===== src/rtl/brick_renderer_if.sv =====
// Bus bundle between the collision engine / VGA timing and brick_renderer.
// The score signal exists only when BRICK_SCORE_EN is defined.
`timescale 1ns/1ps
interface brick_renderer_if;
  logic       erase_enable;
  logic [5:0] e_pos;
  logic [1:0] active_data;
  logic [9:0] pixel_x;
  logic [9:0] pixel_y;
  logic       video_on;
  logic [7:0] rgb;
  logic       brick_pixel;
  logic       all_cleared;
`ifdef BRICK_SCORE_EN
  logic [11:0] score;
`endif

  modport master (
    output erase_enable, e_pos, active_data, pixel_x, pixel_y, video_on,
    input  rgb, brick_pixel, all_cleared
`ifdef BRICK_SCORE_EN
    , input score
`endif
  );

  modport slave (
    input  erase_enable, e_pos, active_data, pixel_x, pixel_y, video_on,
    output rgb, brick_pixel, all_cleared
`ifdef BRICK_SCORE_EN
    , output score
`endif
  );
endinterface


===== src/rtl/brick_renderer.sv =====
// Breakout brick-field damage table and pixel colouring; optional BCD score
// counter compiled in when BRICK_SCORE_EN is defined.
`timescale 1ns/1ps
module brick_renderer #(
  parameter int unsigned BLOCK_SPACING_X = 40,
  parameter int unsigned BLOCK_WIDTH     = 80,
  parameter int unsigned BLOCK_HEIGHT    = 30,
  parameter int unsigned FIRST_ROW_Y     = 40,
  parameter int unsigned SECOND_ROW_Y    = 90,
  parameter int unsigned NUM_BRICKS      = 10
) (
  input logic             clk,
  input logic             reset,
  brick_renderer_if.slave bus
);

  localparam int unsigned COLS  = 5;
  localparam int unsigned PITCH = BLOCK_SPACING_X + BLOCK_WIDTH;

  typedef enum logic [1:0] {
    LVL_INTACT  = 2'd0,
    LVL_CRACKED = 2'd1,
    LVL_BROKEN  = 2'd2,
    LVL_GONE    = 2'd3
  } level_t;

  level_t     table_q [NUM_BRICKS];
  level_t     table_d [NUM_BRICKS];
  logic [7:0] rgb_q, rgb_d;
  logic       brick_pixel_q, brick_pixel_d;
  logic       all_cleared_q, all_cleared_d;

  logic [10:0]     px, py;
  logic            in_row0, in_row1;
  logic [COLS-1:0] in_col;
  logic            pix_on_grid;
  level_t          pix_lvl;
  level_t          ev_lvl;
  logic            ev_valid;

  assign px = {1'b0, bus.pixel_x};
  assign py = {1'b0, bus.pixel_y};

  // Column decode by range compare against each brick's half-open extent.
  always_comb begin
    in_row0 = (py >= 11'(FIRST_ROW_Y))  && (py < 11'(FIRST_ROW_Y + BLOCK_HEIGHT));
    in_row1 = (py >= 11'(SECOND_ROW_Y)) && (py < 11'(SECOND_ROW_Y + BLOCK_HEIGHT));
    in_col  = '0;
    for (int unsigned c = 0; c < COLS; c++) begin
      in_col[c] = (px >= 11'(BLOCK_SPACING_X + c * PITCH)) &&
                  (px <  11'(BLOCK_SPACING_X + c * PITCH + BLOCK_WIDTH));
    end
  end

  always_comb begin
    pix_on_grid = 1'b0;
    pix_lvl     = LVL_GONE;
    for (int unsigned c = 0; c < COLS; c++) begin
      if (in_col[c]) begin
        if (in_row0) begin
          pix_on_grid = 1'b1;
          pix_lvl     = table_q[c];
        end else if (in_row1) begin
          pix_on_grid = 1'b1;
          pix_lvl     = table_q[c + COLS];
        end
      end
    end
  end

  always_comb begin
    rgb_d         = '0;
    brick_pixel_d = 1'b0;
    if (bus.video_on && pix_on_grid) begin
      case (pix_lvl)
        LVL_INTACT:  begin rgb_d = 8'hE0; brick_pixel_d = 1'b1; end
        LVL_CRACKED: begin rgb_d = 8'hFC; brick_pixel_d = 1'b1; end
        LVL_BROKEN:  begin rgb_d = 8'h1C; brick_pixel_d = 1'b1; end
        default:     begin rgb_d = '0;    brick_pixel_d = 1'b0; end
      endcase
    end
  end

  // Out-of-range indices match no entry, so ev_lvl stays GONE and the event drops.
  always_comb begin
    ev_lvl = LVL_GONE;
    for (int unsigned i = 0; i < NUM_BRICKS; i++) begin
      if (bus.e_pos == 6'(i)) ev_lvl = table_q[i];
    end
    ev_valid = bus.erase_enable && (bus.e_pos < 6'(NUM_BRICKS)) &&
               (bus.active_data != 2'd0) && (ev_lvl != LVL_GONE);
    all_cleared_d = 1'b1;
    for (int unsigned i = 0; i < NUM_BRICKS; i++) begin
      table_d[i] = table_q[i];
      if (ev_valid && (bus.e_pos == 6'(i))) table_d[i] = level_t'(bus.active_data);
      if (table_d[i] != LVL_GONE) all_cleared_d = 1'b0;
    end
  end

  always_ff @(posedge clk) begin
    if (reset) begin
      for (int unsigned i = 0; i < NUM_BRICKS; i++) table_q[i] <= LVL_INTACT;
      rgb_q         <= '0;
      brick_pixel_q <= 1'b0;
      all_cleared_q <= 1'b0;
    end else begin
      for (int unsigned i = 0; i < NUM_BRICKS; i++) table_q[i] <= table_d[i];
      rgb_q         <= rgb_d;
      brick_pixel_q <= brick_pixel_d;
      all_cleared_q <= all_cleared_d;
    end
  end

  assign bus.rgb         = rgb_q;
  assign bus.brick_pixel = brick_pixel_q;
  assign bus.all_cleared = all_cleared_q;

`ifdef BRICK_SCORE_EN
  logic [11:0] score_q, score_d;
  logic [12:0] score_sum;

  // Three-digit BCD add; bit 12 is the carry out of the hundreds digit.
  function automatic logic [12:0] bcd_add3(input logic [11:0] v, input logic [3:0] inc);
    logic [4:0]  d;
    logic        carry;
    logic [11:0] r;
    carry = 1'b0;
    r     = '0;
    for (int unsigned k = 0; k < 3; k++) begin
      d = {1'b0, v[4*k +: 4]} + ((k == 0) ? {1'b0, inc} : {4'd0, carry});
      if (d > 5'd9) begin
        d     = d - 5'd10;
        carry = 1'b1;
      end else begin
        carry = 1'b0;
      end
      r[4*k +: 4] = d[3:0];
    end
    return {carry, r};
  endfunction

  always_comb begin
    score_sum = bcd_add3(score_q, (bus.active_data == 2'd3) ? 4'd5 : 4'd1);
    score_d   = score_q;
    if (ev_valid) score_d = score_sum[12] ? 12'h999 : score_sum[11:0];
  end

  always_ff @(posedge clk) begin
    if (reset) score_q <= '0;
    else       score_q <= score_d;
  end

  assign bus.score = score_q;
`endif

endmodule


===== src/flat_wrapper.sv =====
// flat-port wrapper written by rule: the top's interface ports become plain ports
module brick_renderer_flat 
#(
  parameter int unsigned BLOCK_SPACING_X = 40,
  parameter int unsigned BLOCK_WIDTH     = 80,
  parameter int unsigned BLOCK_HEIGHT    = 30,
  parameter int unsigned FIRST_ROW_Y     = 40,
  parameter int unsigned SECOND_ROW_Y    = 90,
  parameter int unsigned NUM_BRICKS      = 10
)
  (clk, reset, bus_erase_enable, bus_e_pos, bus_active_data, bus_pixel_x, bus_pixel_y, bus_video_on, bus_rgb, bus_brick_pixel, bus_all_cleared);
  brick_renderer_if bus_i ();
  input logic clk;
  input logic reset;
  input wire logic [$bits(bus_i.erase_enable)-1:0] bus_erase_enable;
  input wire logic [$bits(bus_i.e_pos)-1:0] bus_e_pos;
  input wire logic [$bits(bus_i.active_data)-1:0] bus_active_data;
  input wire logic [$bits(bus_i.pixel_x)-1:0] bus_pixel_x;
  input wire logic [$bits(bus_i.pixel_y)-1:0] bus_pixel_y;
  input wire logic [$bits(bus_i.video_on)-1:0] bus_video_on;
  output wire logic [$bits(bus_i.rgb)-1:0] bus_rgb;
  output wire logic [$bits(bus_i.brick_pixel)-1:0] bus_brick_pixel;
  output wire logic [$bits(bus_i.all_cleared)-1:0] bus_all_cleared;
  assign bus_i.erase_enable = bus_erase_enable;
  assign bus_i.e_pos = bus_e_pos;
  assign bus_i.active_data = bus_active_data;
  assign bus_i.pixel_x = bus_pixel_x;
  assign bus_i.pixel_y = bus_pixel_y;
  assign bus_i.video_on = bus_video_on;
  assign bus_rgb = bus_i.rgb;
  assign bus_brick_pixel = bus_i.brick_pixel;
  assign bus_all_cleared = bus_i.all_cleared;
  brick_renderer #(.BLOCK_SPACING_X(BLOCK_SPACING_X), .BLOCK_WIDTH(BLOCK_WIDTH), .BLOCK_HEIGHT(BLOCK_HEIGHT), .FIRST_ROW_Y(FIRST_ROW_Y), .SECOND_ROW_Y(SECOND_ROW_Y), .NUM_BRICKS(NUM_BRICKS)) u_core (.clk(clk), .reset(reset), .bus(bus_i));
endmodule

===== config.mk =====
export PLATFORM = sky130hd
export DESIGN_NAME = brick_renderer_flat
export DESIGN_NICKNAME = d
export VERILOG_FILES = /design/src/rtl/brick_renderer_if.sv /design/src/rtl/brick_renderer.sv /design/src/flat_wrapper.sv
export SDC_FILE = /design/constraint.sdc
export NUM_CORES = 1
export LEC_CHECK = 0
export CORE_UTILIZATION = 40
export CTS_BUF_LIST = sky130_fd_sc_hd__clkbuf_4 sky130_fd_sc_hd__clkbuf_8
export DETAILED_ROUTE_END_ITERATION = 10
export MAX_ROUTING_LAYER = met4
export PLACE_DENSITY = 0.68
export SYNTH_ARGS = -nofsm -noshare
export SYNTH_HDL_FRONTEND = slang
export SYNTH_SLANG_ARGS = --single-unit

===== constraint.sdc =====
create_clock -name clk -period 2.7 [get_ports clk]
set_clock_uncertainty 0.1 [all_clocks]
set_input_delay 0.54 -clock clk [delete_from_list [all_inputs] [get_ports clk]]
set_output_delay 0.54 -clock clk [all_outputs]
set_load 0.05 [all_outputs]

==> reports/qor.csv <==
metric;value;unit
outcome;complete, but fails checks;
failing checks;DRC;
Final Util;63.1;%
CP startpoint kind;input port;
switching share of total power;24.9;%
Worst Hold Slack;401;ps
dpl ws;-595;ps
core footprint;4440;um2
most frequent cell after synthesis;nor2_1;
share of the synthesized area in the top cell type;25.5;%
met2 wire len;2670;um
Slew Limit Fails;0;
synthesized area per cell;7.86;um2
share of cells above drive strength 1;28.4;%
Pwr Density;312;nW/um2
hold buffer count at cts;0;
net load switching power;218;uW
combinational fraction of design power;22.9;%
Gate Count Post-Synth;240;
Clock Tree Buf Depth;2;
clk_lat worst skew;270;ps
Area Growth Syn to Fin;48.5;%
Post-synth EDFFs;0;
most frequent cells after synthesis;32 x nor2_1, 26 x nand2_1, 24 x dfxtp_1;
dominant cells by area after synthesis;dfxtp_1 25%, mux2i_1 9.5%, nor2_1 6.4%, nand2_1 5.2%, mux2_2 3.0%;
Register-to-Register Path Depth;9;
total CTS buffers;3;
grt total ovfl;0;
Port Buffers;35;
power share of the clock group;36.6;%
CP arrival;2710;ps
DRC Markers;7;
clock-pin slew on the worst setup and hold paths;80;ps
DP HPWL;4220;um
drt pass-1 iters;7;
vias in the first global route;1989;
Net count, final;356;
Tot Pwr;875;uW
# Max-Cap Violations;0;
synthesized area;1890;um2
Synth warnings;0;
min Tclk post-route;2630;ps
row cnt;24;
sequential power share;40.5;%
antenna viol nets, final;0;
Fillers;406;
Layout Cells excl Fill;372;
cell-internal power;657;uW
routability cong.;0.939;
ys async rst share;0;%
Initial Util;42.5;%
Hold Crit Class;reg -> reg;
Placed Cells;361;
VDD IR max;0.248;mV
CTS tree;yes;
Seq. cell area;480;um2
Cell variety after synth;57;
Root Buffer Master;clkbuf_8;
Iteration-0 DRC Markers;184;
final WL;5750;um
RSZ-0062 raised after global routing;true;
fmax;0.381;GHz
Antenna Cells;0;
WL per Instance;15.5;um
CP Data Required Time;2780;ps
Setup Viol. Count Final;0;
leading area contributor after synthesis;dfxtp_1;
antenna violations before repair;0;
sum of routed wire segments on met1;2650;um
Pleak;0.00114;uW
#FFs+latches synth;24;
critical path endpoint;u_core.bus.all_cleared$_SDFF_PP0_;
CP Max Fanout;4;
largest net degree at the start of global routing;18;
FF-to-FF setup slack;150;ps
Total GRT Usage;23.8;%
post-route setup slack;74.9;ps
Reg2Reg Launch Point;u_core.table_q[3][1]$_SDFF_PP0_;
CP Class;in -> reg;
die outline area;5000;um2
# IOs;42;
Via density;5.64;
H-tree depth;1;
DR vias;2099;
R2R Path End;u_core.bus.all_cleared$_SDFF_PP0_;
top_reg_cell synth;dfxtp_1;
Seq/Total Area, Yosys;25.5;%
multi-input combinational cell area;1400;um2
Final Cycle Share;97.2;%
Num Clock Sinks;24;
met3 WL post-DR;335;um
Final Hold Fails;0;
die height;70.7;um
Hold Path Cell Cnt;2;
CP Capture Type;register;
Worst setup startpoint;bus_e_pos[5];
uppermost layer routed;met4;
DIE WIDTH;70.7;um
first-pass GRT wire length;9280;um
[sequential cells by signal (all words and copies together) (netlist names)]
| signal | cells |
|---|---|
| u_core.bus.rgb | 2 |
| u_core.bus.all_cleared | 1 |
| u_core.bus.brick_pixel | 1 |
| u_core.table_q | 20 |
[layer usage]
layer	vias to the layer above	GRT usage, %
li1	1047	-
met3	13	3.85
met4	0	6.89
met5	-	-
met2	64	38.0
met1	975	31.0
[layout make-up]
cell class | instances | share of cell area, %
inverter | 5 | 0.670
sequential | 24 | 17.1
multi-input combinational | 197 | 49.9
timing repair buffer | 90 | 27.5
clock inverter | 1 | 1.07
clock buffer | 3 | 1.47
tap | 52 | 2.32
[layout by cell type, fill, tap and decap left out, drive strengths merged, types with 3 or more instances in the layout]
master,netlist,final
nor2,32,32
nand4,4,4
clkdlybuf4s50,0,27
clkbuf,7,8
o22ai,6,6
dfxtp,24,24
a21oi,11,11
and3,4,4
mux2,5,5
nand2b,3,3
inv,5,5
ha,3,3
nand3,9,9
o21ai,8,8
and2,6,6
mux2i,18,18
buf,8,55
o211ai,3,3
nand2,26,26
nor2b,5,5
a21o,3,3
nor3,7,7
[critical path: stages]
cell and delay, ps:
clkbuf_2 110, or4_4 590, buf_6 150, o22a_1 250, o211ai_4 120, buf_6 150
a32o_1 170, nand3b_1 80, nand4b_1 240, nor4_2 300
[worst min path at each step]
stage / slack (ps) / start / end
after floorplan: 360 / u_core.table_q[7][1]$_SDFF_PP0_ / u_core.table_q[7][1]$_SDFF_PP0_
after global placement: 390 / u_core.table_q[7][0]$_SDFF_PP0_ / u_core.table_q[7][0]$_SDFF_PP0_
after detailed placement: 390 / u_core.table_q[7][0]$_SDFF_PP0_ / u_core.table_q[7][0]$_SDFF_PP0_
after CTS: 400 / u_core.table_q[7][0]$_SDFF_PP0_ / u_core.table_q[7][0]$_SDFF_PP0_
after global routing: 430 / u_core.table_q[7][0]$_SDFF_PP0_ / u_core.table_q[7][0]$_SDFF_PP0_
final: 400 / u_core.table_q[7][0]$_SDFF_PP0_ / u_core.table_q[7][0]$_SDFF_PP0_
[kinds of logic after synthesis]
group	count (synthesis)	share of synthesized area [%]
AO/OA/AOI/OAI	55	21.6
adder cells (fa/ha/maj)	3	1.99
buffers and inverters	20	5.64
flip-flops	24	25.5
multiplexers	25	14.9
other	1	0.199
AND/OR/NAND/NOR	112	30.2
[per-stage QoR]
stage / instance area [um2] / setup TNS, ps
after floorplan: 1890 / 0
after global placement: 2580 / -5830
after detailed placement: 2580 / -6040
after CTS: 2750 / 0
after global routing: 2800 / -75.9
final: 2800 / 0
[power by group through the flow]
stage / logic (uW) / registers, uW / clock network, uW
2_1_floorplan: 75.5 / 362 / 0
5_1_grt: 215 / 354 / 342
3_5_place_dp: 175 / 362 / 0
4_1_cts: 191 / 354 / 332
3_3_place_gp: 174 / 362 / 0
6_report: 200 / 354 / 320
[timing repair]
item / CTS / global route
gates resized for setup: 22 / 26
pin swaps: 11 / 11
endpoints found under the setup margin: 9 / 8
setup buffers: 7 / 0
Power figures use the tool's default switching activity.
